<file path="src/rtl/hazard_track.sv">
`default_nettype none
// ============================================================================
// Module   : hazard_track
// Purpose  : Tracks destination rn / write-enable of in-flight instructions
//            through EX, MEM and WB, feeds the forward unit, detects
//            load-use hazards and drives stall/bubble for IF/ID.
// Options  : HZ_STALL_CNT_EN -> adds stall_cnt[31:0] performance counter
// Revision : 1.0  initial release
// ============================================================================
module hazard_track #(
  parameter int LOAD_STALL = 1   // stall cycles per load-use hazard, 1..3
) (
  input  logic       clk,
  input  logic       rst,
  input  logic       pause,
  input  logic       flush,
  input  logic       id_valid,
  input  logic [4:0] id_rs_rn,
  input  logic [4:0] id_rt_rn,
  input  logic       id_uses_rs,
  input  logic       id_uses_rt,
  input  logic [4:0] id_wr_rn,
  input  logic       id_we,
  input  logic       id_is_load,
  output logic [4:0] fw_alu_rn,
  output logic       alu_we,
  output logic [4:0] fw_mem_rn,
  output logic       mem_We,
  output logic [4:0] wb_rn,
  output logic       wb_we,
  output logic       stall,
  output logic       bubble
`ifdef HZ_STALL_CNT_EN
  ,
  output logic [31:0] stall_cnt
`endif
);

  localparam logic [0:0] c_IDLE  = 1'b0;
  localparam logic [0:0] c_STALL = 1'b1;

  // The detection cycle is itself the first stall cycle, so the STALL state
  // only covers the remaining LOAD_STALL-1 cycles; r_cnt holds how many of
  // those are still to come after the current one.
  localparam logic       c_SINGLE   = (LOAD_STALL <= 1);
  localparam logic [1:0] c_CNT_INIT = (LOAD_STALL > 1) ? 2'(LOAD_STALL - 2) : 2'd0;

  logic [0:0] r_state;
  logic [1:0] r_cnt;
  logic [4:0] r_ex_rn;
  logic       r_ex_we;
  logic       r_ex_ld;
  logic [4:0] r_mem_rn;
  logic       r_mem_we;
  logic [4:0] r_wb_rn;
  logic       r_wb_we;

  logic       w_alu_we;
  logic       w_rs_hit;
  logic       w_rt_hit;
  logic       w_hz;
  logic       w_stall;
  logic       w_hold_ex;
  logic       w_bubble_ex;
  logic [0:0] w_next_state;
  logic [1:0] w_next_cnt;

  // r0 is never forwarded: a zero rn masks the write enable of every slot
  assign w_alu_we  = r_ex_we  & (r_ex_rn  != 5'd0);
  assign fw_alu_rn = r_ex_rn;
  assign alu_we    = w_alu_we;
  assign fw_mem_rn = r_mem_rn;
  assign mem_We    = r_mem_we & (r_mem_rn != 5'd0);
  assign wb_rn     = r_wb_rn;
  assign wb_we     = r_wb_we  & (r_wb_rn  != 5'd0);

  assign w_rs_hit = id_uses_rs & (id_rs_rn == r_ex_rn);
  assign w_rt_hit = id_uses_rt & (id_rt_rn == r_ex_rn);
  assign w_hz     = r_ex_ld & w_alu_we & id_valid & (w_rs_hit | w_rt_hit);

  // Stall/bubble: whole STALL state, plus the detection cycle unless flushed
  always_comb begin
    w_stall = 1'b0;
    if (r_state == c_STALL) begin
      w_stall = 1'b1;
    end else begin
      w_stall = w_hz & ~flush;
    end
  end

  assign stall  = w_stall;
  assign bubble = w_stall;

  // Next-state logic: decides whether EX is held, bubbled or loaded from ID
  always_comb begin
    w_hold_ex    = 1'b0;
    w_bubble_ex  = flush;
    w_next_state = r_state;
    w_next_cnt   = r_cnt;
    if (r_state == c_IDLE) begin
      if (w_hz && !flush) begin
        if (c_SINGLE) begin
          w_bubble_ex = 1'b1;
        end else begin
          w_hold_ex    = 1'b1;
          w_next_state = c_STALL;
          w_next_cnt   = c_CNT_INIT;
        end
      end
    end else begin
      if (flush) begin
        w_next_state = c_IDLE;
        w_next_cnt   = 2'd0;
      end else if (r_cnt != 2'd0) begin
        w_hold_ex  = 1'b1;
        w_next_cnt = r_cnt - 2'd1;
      end else begin
        w_bubble_ex  = 1'b1;
        w_next_state = c_IDLE;
      end
    end
  end

  // Pipeline shift and FSM update; pause freezes everything
  always_ff @(posedge clk) begin
    if (rst) begin
      r_state  <= c_IDLE;
      r_cnt    <= 2'd0;
      r_ex_rn  <= 5'd0;
      r_ex_we  <= 1'b0;
      r_ex_ld  <= 1'b0;
      r_mem_rn <= 5'd0;
      r_mem_we <= 1'b0;
      r_wb_rn  <= 5'd0;
      r_wb_we  <= 1'b0;
    end else if (!pause) begin
      r_state <= w_next_state;
      r_cnt   <= w_next_cnt;
      if (w_bubble_ex) begin
        r_ex_rn <= 5'd0;
        r_ex_we <= 1'b0;
        r_ex_ld <= 1'b0;
      end else if (!w_hold_ex) begin
        r_ex_rn <= id_wr_rn;
        r_ex_we <= id_we & id_valid;
        r_ex_ld <= id_is_load;
      end
      // A held load stays in EX, so MEM receives an empty slot behind it
      if (w_hold_ex) begin
        r_mem_rn <= 5'd0;
        r_mem_we <= 1'b0;
      end else begin
        r_mem_rn <= r_ex_rn;
        r_mem_we <= r_ex_we;
      end
      r_wb_rn <= r_mem_rn;
      r_wb_we <= r_mem_we;
    end
  end

`ifdef HZ_STALL_CNT_EN
  logic [31:0] r_stall_cnt;

  // Count unpaused stall cycles; wraps naturally at 2^32
  always_ff @(posedge clk) begin
    if (rst) begin
      r_stall_cnt <= 32'd0;
    end else if (w_stall && !pause) begin
      r_stall_cnt <= r_stall_cnt + 32'd1;
    end
  end

  assign stall_cnt = r_stall_cnt;
`endif

endmodule
`default_nettype wire

</file>
<file path="config.mk">
export PLATFORM = sky130hd
export DESIGN_NAME = hazard_track
export DESIGN_NICKNAME = d
export VERILOG_FILES = /design/src/rtl/hazard_track.sv
export SDC_FILE = /design/constraint.sdc
export NUM_CORES = 1
export LEC_CHECK = 0
export BUFFER_PORTS_ARGS = -buffer_cell sky130_fd_sc_hd__buf_2
export CELL_PAD_IN_SITES_DETAIL_PLACEMENT = 0
export CELL_PAD_IN_SITES_GLOBAL_PLACEMENT = 1
export CORE_UTILIZATION = 37
export CTS_CLUSTER_DIAMETER = 120
export DETAILED_ROUTE_END_ITERATION = 6
export PLACE_DENSITY = 0.8
export SLEW_MARGIN = 25
export SYNTH_ARGS = -nofsm -noshare
export SYNTH_HDL_FRONTEND = slang
export SYNTH_SLANG_ARGS = --single-unit
</file>
<file path="constraint.sdc">
create_clock -name clk -period 2.2 [get_ports clk]
set_input_delay 0.22 -clock clk [delete_from_list [all_inputs] [get_ports clk]]
set_output_delay 0.22 -clock clk [all_outputs]
set_load 0.005 [all_outputs]
</file>
==> results.py, run 1 <==
metrics = {
    "sta": {
        "hold_viol": 0,
        "tightest_slew_ps": 673,
        "hold-worst-slack_ps": 158,
        "slew_headroom_pct": 54.8,
        "max_freq_ghz": 0.490,
        "period_share_pct": 92.7,
        "finalSetupTns_ps": 0,
        "min_period_ps": 2040,
        "rsz0062_at_grt": "no",
        "finClkSkew_ps": 0.670,
        "setup_viol": 0,
        "maxSlewViolCount": 0,
    },
    "logic_synthesis": {
        "netlist-cell-type-count": 31,
        "synth_simple_gate_area_share_pct": 18.5,
        "yosysTopAreaCellShare_pct": 40.1,
        "synth_fa_ha_area_share_pct": 1.14,
        "yosys-top-cells-count": "dfxtp_1, nor2_1, xnor2_1",
        "syn_nets": 143,
        "synth_mux_area_share_pct": 5.47,
        "synth_async_sr_flop_share_pct": 0,
        "synth_compound_area_share_pct": 22.2,
        "ys_warn_count": 0,
        "synth_top_family_by_area": "compound AO/OA/AOI/OAI gates",
        "postSynthCellCount": 118,
        "ys_seq_area_share_pct": 40.1,
        "synth_area_per_cell_um2": 9.30,
        "synth-edff-count": 0,
        "synth_largest_area_cell": "dfxtp_1",
        "synthXorXnorAreaFrac_pct": 7.98,
        "synth_area_mm2": 0.00110,
        "synth_seq_cells": 22,
        "ys.flop_type": "dfxtp_1",
        "synth_area_leaders": "dfxtp_1, xnor2_1, mux2i_1, nor2_1, a22oi_1",
        "post-synth-top-count-cell": "dfxtp_1",
    },
    "critical_path": {
        "critical-path-max-stage-delay_ps": 580,
        "worst-path-buf-inv": 2,
        "cp_cell_sequence": "xnor2_1, nand4_1, o22ai_1, buf_4, a41o_1, buf_2",
        "endpoint_kind": "output port",
        "worstPathRequired_ps": 1980,
        "cp_slowest_cell": "dfxtp_1",
        "critPathKind": "flop to output port",
        "rr_worst_depth": 6,
        "rrSetupSlack_ps": 560,
        "critPathArrivalTime_ps": 1820,
        "start_kind": "flop",
        "cp_top_family": "flip-flops",
        "r2r-start": "r_cnt[0]",
        "crit_fanout": 8,
        "r2r_end": "r_ex_we",
    },
    "floorplanning": {
        "rows": 19,
        "io_pins": 44,
        "dieWidth_um": 56.5,
        "die_h_um": 56.5,
        "core-area_mm2": 0.00278,
        "dieArea_mm2": 0.00319,
        "start_util_pct": 39.5,
    },
    "clock_tree": {
        "cts.sinks": 22,
        "cts_htree_levels": 1,
        "cts_tree": "yes",
        "root_buffer": "clkbuf_4",
        "cts_resized": 0,
        "clockBufferDepth": 2,
        "cts_buffers": 3,
        "clk_latency_ps": 300,
        "hold_buffers": 0,
        "cts_setup_buffers": 0,
        "cts.clk_slew.worst_paths_ps": 120,
    },
    "cells_and_area": {
        "nFillCells": 273,
        "syn_to_final_growth_pct": 23.9,
        "fin_nets": 185,
        "instances_no_fill": 190,
        "drive_gt1_share_pct": 33.3,
        "diodes": 0,
    },
    "hold_path": {
        "min-delay-start": "id_is_load",
        "hold_class": "input port to flop",
        "hold_depth": 3,
        "holdPathEnd": "r_ex_ld",
    },
    "power": {
        "ir_worst_vdd_uv": 316,
        "power_density_mw_per_mm2": 568,
        "leakagePower_nw": 0.602,
    },
    "global_routing": {
        "antenna_found_initial": 0,
        "gr-total-overflow": 0,
        "grt_util_all_layers_pct": 16.3,
        "grt_pass1_vias": 906,
        "grt_pass1_wl_mm": 4.18,
        "grt_max_degree": 18,
    },
    "placement": {
        "gp_congestion": 0.724,
        "dp_hpwl_mm": 1.89,
        "post-place-cells": 186,
        "io_buffers": 43,
    },
    "detailed_routing": {
        "viasPerCell": 5.39,
        "firstDrtPassIters": 4,
        "vias": 1024,
        "wl_per_cell_um": 13.2,
        "drc_errors": 0,
        "postRouteAntennaNets": 0,
        "drt-total-wl_mm": 2.50,
        "dr.first_iter.drc_count": 28,
    },
    "run": {
        "max-cap-violations": 0,
    },
    "status": {
        "status": "complete, no violations",
    },
}
-- state kept, by name, summed over array words and instances (netlist names) --
| register | count |
|---|---|
| r_mem_we | 1 |
| fw_mem_rn | 5 |
| r_ex_ld | 1 |
| r_state | 1 |
| wb_rn | 5 |
| fw_alu_rn | 5 |
| r_cnt | 2 |
| r_ex_we | 1 |
| r_wb_we | 1 |
-- final cells by class --
class | count | area (um2) | share of cell area (%)
multi-input cells | 85 | 607 | 44.6
flip-flops and latches | 22 | 440 | 32.4
repair buffers | 44 | 223 | 16.4
well taps | 31 | 38.8 | 2.85
clock buffers | 4 | 36.3 | 2.67
inverters | 4 | 15.0 | 1.10
-- how the worst max path moves through the flow --
stage	cells after the start	end	from
after global routing	6	stall	fw_alu_rn[2]
after detailed placement	6	bubble	fw_alu_rn[2]
after global placement	4	stall	fw_alu_rn[4]
after floorplan	4	stall	fw_alu_rn[4]
after CTS	6	bubble	fw_alu_rn[2]
final	6	bubble	fw_alu_rn[2]
-- cell usage in the layout, fill, tap and decap left out --
cell        n
a21oi_1     3
o211ai_1    1
ha_1        1
or3b_2      1
o2111ai_4   1
clkbuf_8    1
nor4_4      1
and4_1      1
xnor2_1    10
o22ai_1     1
or4_4       1
o21ai_0     7
nor2b_1     1
dfxtp_1    22
nor3b_1     1
nor4bb_1    1
nand2_1     8
buf_2      43
a22oi_1     7
or4_1       2
clkbuf_4    3
and3_1      1
buf_4       1
a32oi_1     6
nand4_1     2
a21oi_4     1
mux2i_1     6
nand3_1     1
o21a_1      3
nor2_1     16
inv_1       4
a41o_1      1
-- through the flow --
stage | cell area, um2 | util [%] | power, mW | setup slack, ps
floorplan | 1100 | - | 0.511 | 502
global placement | 1320 | 47.6 | 0.560 | 532
detailed placement | 1320 | 47.6 | 0.562 | 497
CTS | 1360 | 48.9 | 0.782 | 141
global route | 1360 | 48.9 | 0.816 | 22.4
finish | 1360 | 48.9 | 0.772 | 160
-- power breakdown --
| group | total [mW] | leakage (nW) | internal (mW) | switching [mW] |
|---|---|---|---|---|
| combinational | 0.117 | 0.402 | 0.0604 | 0.0568 |
| sequential | 0.435 | 0.179 | 0.413 | 0.0220 |
| clock | 0.220 | 0.0210 | 0.101 | 0.119 |
| total | 0.772 | 0.602 | 0.574 | 0.198 |
-- logic make-up after synthesis --
kind of cell | count (synthesis)
AOI/OAI and AO/OA | 31
adders and majority gates | 1
xor gates and xnor gates | 10
DFF | 22
and+or+nand+nor | 37
muxes | 6
buffers and inverters | 11
-- worst min-delay path, cell delays in order --
cell	delay (ps)
buf_2	100
nand2_1	40
o21ai_0	60
-- routing by layer --
| metal | share of wire (%) | track usage (%) | vias to the layer above | wire (um) |
|---|---|---|---|---|
| met2 | 43 | 25.4 | 39 | 1080 |
| met3 | 6.1 | 3.23 | 4 | 152 |
| met4 | 1.1 | 4.18 | 0 | 28 |
| li1 | - | - | 513 | - |
| met5 | 0 | 0 | - | 0 |
| met1 | 50 | 23.0 | 468 | 1240 |
Power figures use the tool's default switching activity.
==> inputs of run 2 (changes only) <==
--- a/config.mk
+++ b/config.mk
@@ -8,9 +8,11 @@
 export BUFFER_PORTS_ARGS = -buffer_cell sky130_fd_sc_hd__buf_2
 export CELL_PAD_IN_SITES_DETAIL_PLACEMENT = 0
 export CELL_PAD_IN_SITES_GLOBAL_PLACEMENT = 1
+export CORE_ASPECT_RATIO = 1.25
 export CORE_UTILIZATION = 37
 export CTS_CLUSTER_DIAMETER = 120
 export DETAILED_ROUTE_END_ITERATION = 6
+export MAX_ROUTING_LAYER = met4
 export PLACE_DENSITY = 0.8
 export SLEW_MARGIN = 25
 export SYNTH_ARGS = -nofsm -noshare
==> results.py, run 2 (synthesis results as in run 1) <==
metrics = {
    "status": {
        "status": "complete, no violations",
    },
    "critical_path": {
        "critical-path-max-stage-delay_ps": 580,
        "critPathKind": "flop to output port",
        "worst-path-buf-inv": 1,
        "cp_slowest_cell": "or4_4",
        "cp_cell_sequence": "or4_4, o21a_1, a41o_1, buf_2",
        "cp_top_family": "simple AND/OR/NAND/NOR gates",
        "start_kind": "flop",
        "worstPathRequired_ps": 1980,
        "critPathArrivalTime_ps": 1780,
        "endpoint_kind": "output port",
        "crit_fanout": 6,
    },
    "power": {
        "ir_worst_vdd_uv": 331,
        "power_switching_mw": 0.188,
        "power_frac_clock_pct": 23.6,
        "leakagePower_nw": 0.600,
        "p_sw_share_pct": 25.9,
        "power_density_mw_per_mm2": 535,
        "combPwrFrac_pct": 16.5,
        "seq_power_share_pct": 59.9,
        "p_int_mw": 0.538,
    },
    "detailed_routing": {
        "vias": 1030,
        "drt-total-wl_mm": 2.54,
        "viasPerCell": 5.34,
        "wl_per_cell_um": 13.2,
        "drc_errors": 0,
        "postRouteAntennaNets": 0,
        "dr.first_iter.drc_count": 36,
        "firstDrtPassIters": 4,
    },
    "clock_tree": {
        "cts_setup_buffers": 0,
        "hold_buffers": 0,
        "cts_tree": "yes",
        "cts.sinks": 22,
        "clockBufferDepth": 2,
        "cts_resized": 0,
        "cts_buffers": 3,
        "root_buffer": "clkbuf_4",
        "cts.clk_slew.worst_paths_ps": 120,
        "clk_latency_ps": 290,
        "cts_htree_levels": 1,
    },
    "cells_and_area": {
        "utilization_pct": 49.2,
        "final_cell_mix": "buf_2, dfxtp_1, nor2_1",
        "diodes": 0,
        "syn_to_final_growth_pct": 23.7,
        "nFillCells": 268,
        "drive_gt1_share_pct": 33.3,
        "fin_nets": 186,
        "final_common_cell": "buf_2",
        "multi_input_area_um2": 607,
        "design_area_mm2": 0.00136,
        "final-seq-area_um2": 440,
    },
    "global_routing": {
        "grt_pass1_wl_mm": 4.26,
        "antenna_found_initial": 0,
        "gr-total-overflow": 0,
        "grt_max_degree": 18,
        "grt_pass1_vias": 1008,
        "grt_util_all_layers_pct": 17.3,
    },
    "sta": {
        "timing.final.ws_setup_ps": 197,
        "maxSlewViolCount": 0,
        "min_period_ps": 2000,
        "setup_viol": 0,
        "slew_headroom_pct": 69.2,
        "tightest_slew_ps": 462,
        "period_share_pct": 91.0,
        "finalSetupTns_ps": 0,
        "rsz0062_at_grt": "no",
        "hold_viol": 0,
        "max_freq_ghz": 0.499,
        "finClkSkew_ps": 9.23,
    },
    "floorplanning": {
        "dieWidth_um": 50.7,
        "io_pins": 44,
        "die_h_um": 62.9,
        "start_util_pct": 39.8,
        "dieArea_mm2": 0.00319,
        "rows": 21,
        "core-area_mm2": 0.00276,
    },
    "placement": {
        "pre_cts_slack_ps": 525,
        "dp_hpwl_mm": 1.95,
        "gp_congestion": 0.795,
        "io_buffers": 43,
        "postPlaceCellArea_mm2": 0.00134,
    },
    "run": {
        "max-cap-violations": 0,
    },
    "hold_path": {
        "hold_class": "input port to flop",
    },
}
==> run 2: cell types whose count changed in the layout (fill, tap and decap cells not counted) <==
cell / previous run / this run
buf_4: 1 / 2
clkbuf_8: 1 / 0
==> run 2: tightest hold or removal path, stage by stage <==
cell     delay (ps)
buf_2           110
nand2_1          40
o21ai_0          60
==> run 2: metrics by stage <==
stage / cells / hold slack [ps] / power, mW
after floorplan: 118 / 360 / 0.511
after global placement: 190 / 454 / 0.561
after detailed placement: 190 / 447 / 0.564
after CTS: 193 / 157 / 0.733
after global routing: 193 / 176 / 0.763
final: 193 / 167 / 0.726
==> run 2: power groups by stage <==
stage	Combinational, mW	Clock, mW	Sequential, mW
after floorplan	0.0741	0	0.437
after global placement	0.119	0	0.442
after detailed placement	0.120	0	0.443
after CTS	0.121	0.178	0.434
after global routing	0.133	0.192	0.437
final	0.120	0.172	0.434
==> run 2: cell type report <==
cell class	count	area share [%]
Timing Repair Buffer	45	17.0
Multi-Input combinational cell	85	44.7
Inverter	4	1.11
Tap cell	34	3.13
Sequential cell	22	32.4
Clock buffer	3	1.66
==> run 2: metal layers <==
metal,global-route usage (%),wire (um)
met1,19.9,1160
met2,31.3,1270
met3,2.19,120
met4,3.47,0
met5,-,0
==> run 2: path summary, 6_finish.rpt <==
| path | cells past startpoint | to | slack [ps] | start |
|---|---|---|---|---|
| max | 4 | stall | 200 | fw_alu_rn[4] |
| min | 3 | r_ex_ld | 170 | id_is_load |
| max reg2reg | 6 | r_ex_we | 560 | r_cnt[0] |
| min reg2reg | 2 | r_ex_ld | 490 | r_ex_ld |
==> inputs of run 3 (changes only) <==
--- a/config.mk
+++ b/config.mk
@@ -5,15 +5,16 @@
 export SDC_FILE = /design/constraint.sdc
 export NUM_CORES = 1
 export LEC_CHECK = 0
+export ABC_AREA = 1
 export BUFFER_PORTS_ARGS = -buffer_cell sky130_fd_sc_hd__buf_2
+export CAP_MARGIN = 15
 export CELL_PAD_IN_SITES_DETAIL_PLACEMENT = 0
 export CELL_PAD_IN_SITES_GLOBAL_PLACEMENT = 1
-export CORE_ASPECT_RATIO = 1.25
-export CORE_UTILIZATION = 37
+export CORE_UTILIZATION = 34
 export CTS_CLUSTER_DIAMETER = 120
 export DETAILED_ROUTE_END_ITERATION = 6
 export MAX_ROUTING_LAYER = met4
-export PLACE_DENSITY = 0.8
+export PLACE_DENSITY = 0.79
 export SLEW_MARGIN = 25
 export SYNTH_ARGS = -nofsm -noshare
 export SYNTH_HDL_FRONTEND = slang
==> results.py, run 3 <==
metrics = {
    "critical_path": {
        "worstPathRequired_ps": 1980,
        "cp_slowest_cell": "dfxtp_1",
        "critPathArrivalTime_ps": 1630,
        "r2r-start": "r_cnt[0]",
        "critical-path-max-stage-delay_ps": 480,
        "cp_common_cell": "nand2_1",
        "endpoint_kind": "output port",
        "r2r_end": "r_ex_we",
        "rr_worst_depth": 8,
        "worst-path-buf-inv": 2,
        "critPathKind": "flop to output port",
        "crit_fanout": 8,
        "start_kind": "flop",
        "cp_top_family": "simple AND/OR/NAND/NOR gates",
        "cp_cell_sequence": "inv_1, nand2_1, nand2_1, nor2_1, nand3_1, nand2_1, nand2_2, nand2_1, buf_2",
        "rrSetupSlack_ps": 760,
    },
    "clock_tree": {
        "clk_latency_ps": 310,
        "cts_setup_buffers": 0,
        "cts_htree_levels": 1,
        "cts_tree": "yes",
        "cts.clk_slew.worst_paths_ps": 120,
        "cts_buffers": 3,
        "hold_buffers": 0,
        "clockBufferDepth": 2,
        "cts_resized": 0,
        "root_buffer": "clkbuf_4",
        "cts.sinks": 22,
    },
    "placement": {
        "io_buffers": 43,
        "gp_congestion": 0.786,
        "pre_cts_slack_ps": 729,
        "postPlaceCellArea_mm2": 0.00138,
        "post-place-cells": 256,
        "dp_hpwl_mm": 2.09,
    },
    "sta": {
        "max_freq_ghz": 0.542,
        "finalSetupTns_ps": 0,
        "tightest_slew_ps": 290,
        "min_period_ps": 1850,
        "setup_viol": 0,
        "period_share_pct": 83.9,
        "timing.final.ws_setup_ps": 353,
        "slew_headroom_pct": 80.6,
        "hold_viol": 0,
        "finClkSkew_ps": 4.52,
        "rsz0062_at_grt": "no",
        "maxSlewViolCount": 0,
        "hold-worst-slack_ps": 178,
    },
    "power": {
        "seq_power_share_pct": 50.8,
        "p_int_mw": 0.640,
        "p_sw_share_pct": 23.0,
        "combPwrFrac_pct": 12.3,
        "power_frac_clock_pct": 36.9,
        "finalPower_mw": 0.832,
        "power_density_mw_per_mm2": 583,
        "ir_worst_vdd_uv": 362,
        "leakagePower_nw": 0.747,
        "power_switching_mw": 0.191,
    },
    "logic_synthesis": {
        "syn_nets": 199,
        "synth_area_leaders": "dfxtp_1, nand2_1, inv_1, a21oi_1, nor2_1",
        "ys.flop_type": "dfxtp_1",
        "yosys-top-cells-count": "nand2_1, inv_1, dfxtp_1",
        "postSynthCellCount": 174,
        "synth_area_per_cell_um2": 6.49,
        "synth_seq_cells": 22,
        "synth_largest_area_cell": "dfxtp_1",
        "synth_async_sr_flop_share_pct": 0,
        "netlist-cell-type-count": 19,
        "synth_area_mm2": 0.00113,
        "post-synth-top-count-cell": "nand2_1",
        "ys_seq_area_share_pct": 39.0,
        "yosysTopAreaCellShare_pct": 39.0,
        "ys_warn_count": 0,
        "synth-edff-count": 0,
    },
    "floorplanning": {
        "dieWidth_um": 59.6,
        "die_h_um": 59.6,
        "dieArea_mm2": 0.00356,
        "start_util_pct": 36.4,
        "core-area_mm2": 0.00310,
        "io_pins": 44,
        "rows": 20,
    },
    "hold_path": {
        "holdPathEnd": "fw_alu_rn[0]",
        "hold_class": "input port to flop",
        "min-delay-start": "id_wr_rn[0]",
        "hold_depth": 3,
    },
    "global_routing": {
        "grt_max_degree": 19,
        "gr-total-overflow": 0,
        "antenna_found_initial": 0,
        "grt_pass1_wl_mm": 4.51,
        "grt_pass1_vias": 1071,
        "grt_util_all_layers_pct": 17.3,
    },
    "detailed_routing": {
        "wl_per_cell_um": 10.3,
        "viasPerCell": 4.61,
        "vias": 1198,
        "firstDrtPassIters": 4,
        "drt-total-wl_mm": 2.69,
        "dr.first_iter.drc_count": 57,
        "postRouteAntennaNets": 0,
        "drc_errors": 0,
    },
    "cells_and_area": {
        "diodes": 0,
        "syn_to_final_growth_pct": 26.4,
        "utilization_pct": 46.0,
        "nFillCells": 357,
        "design_area_mm2": 0.00143,
        "final_cell_mix": "nand2_1, buf_2, inv_1",
        "instances_no_fill": 260,
        "fin_nets": 242,
        "drive_gt1_share_pct": 24.5,
        "final_common_cell": "nand2_1",
    },
    "status": {
        "status": "complete, no violations",
    },
    "run": {
        "max-cap-violations": 0,
    },
}
-- run 3: changes by cell type after synthesis, sizes merged, moves of 7 or more --
| cell | delta |
|---|---|
| nand2 | +42 |
| inv | +23 |
| a21oi | +15 |
| xnor2 | -10 |
| nand3 | +9 |
| a22oi | -7 |
| nand4 | +7 |
-- run 3: final cells by class --
cell class | instances | area (um2) | share of cell area, %
Clock inverter | 1 | 30.0 | 2.10
Multi-Input combinational cell | 119 | 558 | 39.1
Tap cell | 44 | 55.1 | 3.86
Sequential cell | 22 | 440 | 30.9
Timing Repair Buffer | 43 | 215 | 15.1
Clock buffer | 3 | 22.5 | 1.58
Inverter | 28 | 106 | 7.45
-- run 3: cell families after synthesis --
kind of cell,after synthesis,share of synthesized area [%]
adders and majority gates,1,1.11
AOI/OAI and AO/OA,29,12.8
buffers and inverters,33,11.6
DFF,22,39.0
and+or+nand+nor,89,35.4
-- run 3: worst max-delay path by stage --
stage	endpoint	cells after the start	from	slack, ps
final	stall	9	fw_alu_rn[1]	350
after global routing	stall	9	fw_alu_rn[1]	240
after CTS	stall	9	fw_alu_rn[1]	370
after detailed placement	stall	9	fw_alu_rn[1]	730
after global placement	bubble	9	fw_alu_rn[1]	710
after floorplan	stall	9	fw_alu_rn[1]	890
-- run 3: tightest hold or removal path, delay by kind of cell --
kind | cells | cell delay [ps]
AO/OA/AOI/OAI | 1 | 50
AND/OR/NAND/NOR | 1 | 80
buffers and inverters | 1 | 100
-- run 3: power groups by stage --
stage	clock [mW]	combinational, mW	sequential (mW)
final	0.307	0.103	0.422
after global placement	0	0.104	0.431
after global routing	0.336	0.119	0.425
after detailed placement	0	0.103	0.432
after CTS	0.318	0.104	0.423
after floorplan	0	0.0593	0.430
-- run 3: per-layer routing --
| metal | track usage, % | vias up | part of all wire, % |
|---|---|---|---|
| li1 | - | 637 | - |
| met1 | 23.1 | 518 | 48 |
| met2 | 26.5 | 41 | 45 |
| met3 | 4.59 | 2 | 7.0 |
| met4 | 2.99 | 0 | 0.52 |
| met5 | - | - | 0 |
